### src/rtl/eth_frame_tx_arb.sv
// eth_frame_tx_arb: two-port round-robin arbiter that merges Ethernet header+payload streams onto one eth_axis_tx input
module eth_frame_tx_arb #(
   parameter int DATA_WIDTH = 8
) (
   input  logic                    clk,
   input  logic                    rst,
   input  logic [1:0]              s_eth_hdr_valid,
   output logic [1:0]              s_eth_hdr_ready,
   input  logic [95:0]             s_eth_dest_mac,
   input  logic [95:0]             s_eth_src_mac,
   input  logic [31:0]             s_eth_type,
   input  logic [2*DATA_WIDTH-1:0] s_eth_payload_axis_tdata,
   input  logic [1:0]              s_eth_payload_axis_tvalid,
   input  logic [1:0]              s_eth_payload_axis_tlast,
   input  logic [1:0]              s_eth_payload_axis_tuser,
   output logic [1:0]              s_eth_payload_axis_tready,
   output logic                    m_eth_hdr_valid,
   input  logic                    m_eth_hdr_ready,
   output logic [47:0]             m_eth_dest_mac,
   output logic [47:0]             m_eth_src_mac,
   output logic [15:0]             m_eth_type,
   output logic [DATA_WIDTH-1:0]   m_eth_payload_axis_tdata,
   output logic                    m_eth_payload_axis_tvalid,
   output logic                    m_eth_payload_axis_tlast,
   output logic                    m_eth_payload_axis_tuser,
   input  logic                    m_eth_payload_axis_tready,
   output logic [1:0]              grant,
   output logic                    busy,
   output logic [15:0]             frame_count0,
   output logic [15:0]             frame_count1
);
   localparam logic [1:0] IDLE = 2'd0;
   localparam logic [1:0] HDR  = 2'd1;
   localparam logic [1:0] DATA = 2'd2;
   logic [1:0] state;
   logic       last_grant;
   logic       sel;
   logic       in_hdr;
   logic       in_data;
   logic       done;
   logic [1:0] win;
   assign sel     = grant[1];
   assign in_hdr  = state == HDR;
   assign in_data = state == DATA;
   assign busy    = state != IDLE;
   // on contention the port that did not own the last frame wins; last_grant is a port index
   assign win  = &s_eth_hdr_valid ? (last_grant ? 2'b01 : 2'b10) : s_eth_hdr_valid;
   assign done = in_data && s_eth_payload_axis_tvalid[sel] && s_eth_payload_axis_tlast[sel] && m_eth_payload_axis_tready;
   assign m_eth_hdr_valid = in_hdr && s_eth_hdr_valid[sel];
   assign s_eth_hdr_ready = in_hdr ? (grant & {2{m_eth_hdr_ready}}) : 2'b00;
   assign m_eth_dest_mac  = sel ? s_eth_dest_mac[95:48] : s_eth_dest_mac[47:0];
   assign m_eth_src_mac   = sel ? s_eth_src_mac[95:48] : s_eth_src_mac[47:0];
   assign m_eth_type      = sel ? s_eth_type[31:16] : s_eth_type[15:0];
   assign m_eth_payload_axis_tdata  = sel ? s_eth_payload_axis_tdata[2*DATA_WIDTH-1:DATA_WIDTH] : s_eth_payload_axis_tdata[DATA_WIDTH-1:0];
   assign m_eth_payload_axis_tvalid = in_data && s_eth_payload_axis_tvalid[sel];
   assign m_eth_payload_axis_tlast  = s_eth_payload_axis_tlast[sel];
   assign m_eth_payload_axis_tuser  = s_eth_payload_axis_tuser[sel];
   assign s_eth_payload_axis_tready = in_data ? (grant & {2{m_eth_payload_axis_tready}}) : 2'b00;
   // arbitration state, grant ownership and per-port completed-frame counters
   always_ff @(posedge clk) begin
      if (rst) begin
         state        <= IDLE;
         grant        <= 2'b00;
         last_grant   <= 1'b1;
         frame_count0 <= 16'd0;
         frame_count1 <= 16'd0;
      end else if (state == IDLE && |s_eth_hdr_valid) begin
         state <= HDR;
         grant <= win;
      end else if (m_eth_hdr_valid && m_eth_hdr_ready) begin
         state <= DATA;
      end else if (done) begin
         state      <= IDLE;
         grant      <= 2'b00;
         last_grant <= sel;
         if (sel) frame_count1 <= frame_count1 + 16'd1;
         else frame_count0 <= frame_count0 + 16'd1;
      end
   end
endmodule
### config.mk
export PLATFORM = sky130hd
export DESIGN_NAME = eth_frame_tx_arb
export DESIGN_NICKNAME = d
export VERILOG_FILES = /design/src/rtl/eth_frame_tx_arb.sv
export SDC_FILE = /design/constraint.sdc
export NUM_CORES = 1
export LEC_CHECK = 0
export CORE_AREA = 10 10 152 154
export CTS_BUF_LIST = sky130_fd_sc_hd__clkbuf_8
export DETAILED_ROUTE_END_ITERATION = 10
export DIE_AREA = 0 0 162 164
export PLACE_DENSITY = 0.61
export SYNTH_ARGS = -nofsm -noshare
export SYNTH_HDL_FRONTEND = slang
export SYNTH_SLANG_ARGS = --single-unit
### constraint.sdc
create_clock -name clk -period 3 [get_ports clk]
set_clock_uncertainty 0.2 [all_clocks]
set_input_delay 0.45 -clock clk [delete_from_list [all_inputs] [get_ports clk]]
set_output_delay 0.45 -clock clk [all_outputs]
set_load 0.05 [all_outputs]
# [Word level (Yosys, flattened, before mapping)]
# Cells that the tools add are included.
[word_totals] reg_bits=37
[op_classes] add_sub_neg=2 magnitude_cmp=1 n_eq_ne=3 mux=21 bitwise_logic=5 reduce_logical=18
[ops] operator="$mux W48" n=2
[ops] operator="$add A16 B1 Y16 const B" n=2
[ops] operator="$mux W16" n=1
[ops] operator="$mux W2" n=8
[ops] operator="$mux W1" n=9
[ops] operator="$mux W8" n=1
[ops] operator="$reduce_and A4 Y1" n=2
[ops] operator="$logic_and A1 B1 Y1" n=6
[ops] operator="$reduce_bool A2 Y1" n=3
[ops] operator="$and A2 B2 Y2" n=2
[ops] operator="$reduce_and A2 Y1" n=2
[ops] operator="$reduce_or A2 Y1" n=2
[ops] operator="$not A1 Y1" n=3
[ops] operator="$reduce_and A3 Y1" n=1
[ops] operator="$reduce_bool A3 Y1" n=1
[ops] operator="$eq A2 B1 Y1 const B" n=1
[ops] operator="$eq A2 B2 Y1 const B" n=1
[ops] operator="$logic_not A2 Y1" n=1
[ops] operator="$lt A1 B2 Y1 const B" n=1
[ops] operator="$ne A2 B2 Y1 const B" n=1

# [Depth between registers and ports, before layout]
# Gate-level depths: netlist of the first run.
[logic_depth] word_depth=8 ltp_mapped=7 ltp_nobuf=5

# [Worst setup path after synthesis of the first run]
# No wires, ideal clock.
[synth_timing] path_type="flip-flop to output port" startpoint="register grant[1]" endpoint="output m_eth_hdr_valid" arrival_time_ns=2.310 setup_slack_ns=0.040 stages_incl_launch_ff=4 cell_sequence="dfxtp_1 -> clkbuf_1 -> mux2i_1 -> nor3b_1"
[synth_via] elab_chain_cells=3
[synth_rtl] element="from (decl)" line="27" text="output logic [1:0] grant,"
[synth_rtl] element="from (signal assigned)" line="69" text="grant <= win;"
[synth_rtl] element="$mux W1 (implied by the code) (2 in series)" line="49" text="assign m_eth_hdr_valid = in_hdr && s_eth_hdr_valid[sel];"
[synth_rtl] element="$logic_and A1 B1 Y1" line="49"
[synth_rtl] element="to (decl)" line="17" text="output logic m_eth_hdr_valid,"
# Every way passes these cells. The select of a mux whose other input is x is not followed.

# [Worst setup path in the final report of the first run]
[layout_timing] startpoint="register grant[1]" endpoint="output m_eth_src_mac[32]"
[layout_via] elab_chain_cells=1
[layout_rtl] element="$mux W48" line="52" text="assign m_eth_src_mac = sel ? s_eth_src_mac[95:48] : s_eth_src_mac[47:0];"
[layout_rtl] element="to (decl)" line="20" text="output logic [47:0] m_eth_src_mac,"
# Every way passes these cells.

==> flow_summary.toml, run 1 <==
[status]
outcome = "complete, no violations"

[clocking]
cts_resized = 0
insertion_delay_ns = 0.28
cts_tree = "done"
path_clk_slew_ns = 0.07
cts_setup_buffers = 0
clockBufferDepth = 2
cts_root_buf = "clkbuf_8"
clkSinkCount = 37
cts-htree-levels = 2
cts_buffers = 5
holdBufCountCts = 0

[synth]
synth-xor-area-share_pct = 3.27
synth_mux_area_share_pct = 44.6
postSynthAreaPerCell_um2 = 9.25
synth_area_um2 = 3220
yosys_warnings = 0
synth_top_family_by_area = "multiplexers"
synth.distinct_cells = 35
synth_compound_area_share_pct = 5.52
postSynthCellCount = 348
synth-simple-area-share_pct = 19.2
ys_seq_area_share_pct = 23.0
synth_nets = 602
synth-seq-cells = 37
synth_fa_ha_area_share_pct = 0.778

[placed_design]
gp_congestion = 0.896
dpl_cell_area_um2 = 7600
dp_hpwl_um = 20200
portBuffers = 414

[layout]
fin_nets = 1012
utilization_pct = 38.4
final_area_um2 = 7690
mostFrequentLayoutCells = "clkdlybuf4s50_1 (336), mux2_2 (124), buf_4 (84)"
insertedDiodeCount = 0
drive_above_1_share_pct = 29.7
syn_to_final_growth_pct = 139
layout_commonest_cell = "clkdlybuf4s50_1"

[run]
maxCapViolCount = 0

[min_path]
hold_path_class = "flip-flop to flip-flop"

[sta]
setup_violations = 0
hold_violations = 0
setup_tns_ns = 0
fmax_ghz = 0.364
rsz0062_at_grt = "no"
slew_headroom_pct = 55.5
drv_slew = 0
worst_pin_slew_ns = 0.666
finalCritPeriodShare_pct = 91.7
fin_crit_ns = 2.75

[critical_path]
cp_data_arrival_time_ns = 2.10
start_kind = "flip-flop"
worstSetupPathType = "flip-flop to output port"
cp-end-kind = "output port"
cp_max_fo = 29
required_ns = 2.35

[power_and_ir_drop]
power_mw = 2.39
power_per_cell_area_nw_per_um2 = 311
leakage_nw = 2.83
peakVddDrop_v = 0.000157

[routing]
antenna_left = 0
avgRoutedWirePerCell_um = 21.9
wl_met3_um = 1950
drcViolationCount = 0
wirelength_um = 22500
firstDrtPassIters = 4
top_layer_used = "met4"
vias = 4217
wl_met1_um = 8240
initialDrtViolationCount = 122
dr_wl_met2_um = 12300
vias_per_cell = 4.10

[die]
rows = 52
die_h_um = 164
die_x_um = 162
initial_core_util_pct = 16.1
dieArea_um2 = 26600
ioPinCount = 415
core_um2 = 20000

[grt]
grtUsageTotal_pct = 15.3
grt_max_degree = 30
antenna_found_initial = 1
overflow = 0
grt_pass1_wl_um = 30700
grt_pass1_vias = 4501
registers in the layout (all words and copies together) (netlist names):
| signal | flops |
|---|---|
| frame_count0 | 16 |
| frame_count1 | 16 |
| grant | 2 |
| last_grant | 1 |
| state | 2 |
final cells by class:
class	instances	area, um^2
Sequential cell	37	744
Clock inverter	1	7.51
Inverter	6	22.5
Clock buffer	6	82.6
Fill cell	2112	12300
Tap cell	270	338
Multi-Input combinational cell	281	2360
Timing Repair Buffer	427	4130
synthesized netlist by cell type:
cell,instances,area share (%)
inv_1,6,0.70
xor2_1,2,0.54
or4b_1,1,0.31
mux2_2,124,43
o21bai_1,1,0.23
o21ai_0,12,1.9
nand2_1,11,1.3
nor4bb_1,2,0.62
and2_1,4,0.78
a31o_2,2,0.54
xnor2_1,10,2.7
nor3_1,6,0.93
nor4_1,3,0.58
a21oi_1,15,2.3
mux2i_1,4,1.2
nand4_1,9,1.7
or4_1,5,1.2
and4b_1,3,0.93
nor2_1,25,2.9
nor3b_1,3,0.70
buf_2,3,0.47
clkbuf_1,21,2.4
o31ai_1,1,0.23
nand3_1,7,1.1
nor2b_1,4,0.78
and4_1,6,1.6
nand3b_1,2,0.47
nand4b_1,2,0.54
dfxtp_1,37,23
ha_1,2,0.78
nand2b_1,2,0.39
o21ai_1,2,0.31
and3b_1,2,0.54
or3_1,8,1.6
and3_1,1,0.19
per-layer routing:
layer,track usage (%),vias to the layer above
met5,0,-
met4,0.993,0
met3,5.61,2
met2,28.7,162
met1,16.9,1949
li1,-,2104
metrics by stage:
step	hold slack, ns	setup slack, ns	cells
final	0.291	0.250	1028
after global routing	0.317	0.147	1028
after CTS	0.292	0.203	1028
after detailed placement	0.281	0.364	1021
after global placement	0.273	0.413	1021
after floorplan	0.261	0.0404	348
critical path, cell delays in order (launching register included):
cell	delay [ns]
dfxtp_4	0.48
buf_12	0.23
buf_4	0.27
buf_4	0.25
mux2_2	0.37
buf_4	0.19
cell families after synthesis:
logic type | count (synthesis)
AOI/OAI and AO/OA | 33
DFF | 37
xor gates and xnor gates | 12
muxes | 128
adders and majority gates | 2
buffers and inverters | 30
and+or+nand+nor | 106
worst paths after layout:
kind,from,endpoint,slack [ns],depth (start not counted)
worst min-delay path,frame_count0[15]$_SDFFE_PP0P_,frame_count0[15]$_SDFFE_PP0P_,0.29,2
worst max-delay path,grant[1]$_SDFFE_PP0P_,m_eth_src_mac[32],0.25,5
worst min register to register,frame_count0[15]$_SDFFE_PP0P_,frame_count0[15]$_SDFFE_PP0P_,0.29,2
worst max register to register,grant[1]$_SDFFE_PP0P_,frame_count0[13]$_SDFFE_PP0P_,0.66,6
power breakdown:
group / switching [mW] / leakage, nW / internal, mW / total, mW
registers: 0.0144 / 0.299 / 0.496 / 0.510
logic: 0.842 / 2.49 / 0.688 / 1.53
clock network: 0.173 / 0.0433 / 0.182 / 0.355
Power figures use the tool's default switching activity.
==> run 2: changes to the inputs <==
--- a/config.mk
+++ b/config.mk
@@ -7,6 +7,7 @@
 export LEC_CHECK = 0
 export CORE_AREA = 10 10 152 154
 export CTS_BUF_LIST = sky130_fd_sc_hd__clkbuf_8
+export CTS_CLUSTER_SIZE = 30
 export DETAILED_ROUTE_END_ITERATION = 10
 export DIE_AREA = 0 0 162 164
 export PLACE_DENSITY = 0.61
==> results of run 2 <==
No change in the layout: final DEF, timing and power equal those of run 1.
==> run 3: changes to the inputs <==
--- a/config.mk
+++ b/config.mk
@@ -7,6 +7,7 @@
 export LEC_CHECK = 0
 export CORE_AREA = 10 10 152 154
 export CTS_BUF_LIST = sky130_fd_sc_hd__clkbuf_8
+export CTS_CLUSTER_DIAMETER = 150
 export CTS_CLUSTER_SIZE = 30
 export DETAILED_ROUTE_END_ITERATION = 10
 export DIE_AREA = 0 0 162 164
==> constraint.sdc (replaced) <==
create_clock -name clk -period 2.6 [get_ports clk]
set_clock_uncertainty 0.2 [all_clocks]
set_input_delay 0.39 -clock clk [delete_from_list [all_inputs] [get_ports clk]]
set_output_delay 0.39 -clock clk [all_outputs]
set_load 0.05 [all_outputs]
==> flow_summary.toml, run 3 (synthesis results as in run 1) <==
[status]
outcome = "complete, no violations"

[grt]
use_met3_pct = 7.26
grt_pass1_vias = 4537
met1_usage_pct = 16.3
grtUsageTotal_pct = 15.0
grt_max_degree = 82
grtUsageMet2_pct = 26.6
grt-busiest-layer = "met2"
grt_pass1_wl_um = 30400
antenna_found_initial = 4
overflow = 0

[sta]
timing.final.ws_setup_ns = 0.225
setup_tns_ns = 0
fin_crit_ns = 2.37
setup_violations = 0
hold_violations = 0
hold_ws_ns = 0.287
fmax_ghz = 0.421
drv_slew = 0
slew_headroom_pct = 61.6
finalCritPeriodShare_pct = 91.3
worst_pin_slew_ns = 0.575
rsz0062_at_grt = "no"

[routing]
drcViolationCount = 0
antenna_left = 0
firstDrtPassIters = 4
initialDrtViolationCount = 191
vias_per_cell = 4.13
wirelength_um = 22000
avgRoutedWirePerCell_um = 21.3
vias = 4253

[layout]
layout_commonest_cell = "clkdlybuf4s50_1"
fin_nets = 1010
mostFrequentLayoutCells = "clkdlybuf4s50_1 (284), buf_4 (131), mux2_2 (124)"
syn_to_final_growth_pct = 136
drive_above_1_share_pct = 36.3
utilization_pct = 37.9
post_layout_nonfiller_instances = 1031
largest_registers = "frame_count0: 16 flops, frame_count1: 16 flops"
final_area_um2 = 7590

[placed_design]
dp.cells = 1019
gp_congestion = 0.841
portBuffers = 414
dp_hpwl_um = 19500
dpl_cell_area_um2 = 7500
pre_cts_ws_ns = 0.119

[power_and_ir_drop]
p_clk_share_pct = 13.9
swShare_pct = 43.6
switchingPower_mw = 1.17
power_per_cell_area_nw_per_um2 = 355
power_frac_seq_pct = 21.7
power.share.combinational_pct = 64.3
power_mw = 2.69
leakage_nw = 2.89
peakVddDrop_v = 0.000196
p_int_mw = 1.52

[run]
maxCapViolCount = 0

[die]
initial_core_util_pct = 16.1
ioPinCount = 415
die_x_um = 162
rows = 52
dieArea_um2 = 26600
core_um2 = 20000
die_h_um = 164

[critical_path]
cp_data_arrival_time_ns = 1.78
start_kind = "input pin"
cp_max_fo = 4
required_ns = 2.01
worstSetupPathType = "input pin to output port"
reg2reg_slack_ns = 0.44
cp-end-kind = "output port"

[clocking]
holdBufCountCts = 0
cts_root_buf = "clkbuf_8"
clockBufferDepth = 2
insertion_delay_ns = 0.28
cts-htree-levels = 2
cts_buffers = 5
path_clk_slew_ns = 0.07
clkSinkCount = 37
cts_setup_buffers = 0
cts_resized = 0
cts_tree = "done"

[min_path]
hold_path_class = "flip-flop to flip-flop"
run 3: routing by layer:
metal	vias up	wire length [um]	share of wire, %
met4	2	149	0.68
met1	1951	7880	36
met2	177	11500	52
met3	12	2430	11
met5	-	7	0.032
li1	2111	-	-
run 3: critical path, stage by stage:
cell	delay (ns)
clkdlybuf4s50_1	0.51
mux2i_1	0.11
buf_4	0.16
nor3b_1	0.41
buf_12	0.20
run 3: area by class of cell:
class,instances,area [um^2]
antenna,4,10.0
clock inverter,3,11.3
tap,270,338
clock buffer,5,68.8
multi-input combinational,281,2370
fill,2087,12500
timing repair buffer,425,4030
sequential,37,744
inverter,6,22.5
run 3: worst paths after layout:
| kind | cells after the start | end | from |
|---|---|---|---|
| max | 5 | m_eth_payload_axis_tvalid | s_eth_payload_axis_tvalid[1] |
| min | 2 | frame_count1[15]$_SDFFE_PP0P_ | frame_count1[15]$_SDFFE_PP0P_ |
| max reg2reg | 5 | frame_count0[11]$_SDFFE_PP0P_ | state[1]$_SDFFE_PP0P_ |
| min reg2reg | 2 | frame_count1[15]$_SDFFE_PP0P_ | frame_count1[15]$_SDFFE_PP0P_ |
run 3: power groups by stage:
| stage | Sequential (mW) | Clock, mW | Combinational (mW) |
|---|---|---|---|
| global placement | 0.598 | 0 | 1.75 |
| global route | 0.587 | 0.418 | 1.81 |
| detailed placement | 0.598 | 0 | 1.75 |
| CTS | 0.585 | 0.391 | 1.76 |
| floorplan | 0.600 | 0 | 0.974 |
| finish | 0.585 | 0.376 | 1.73 |
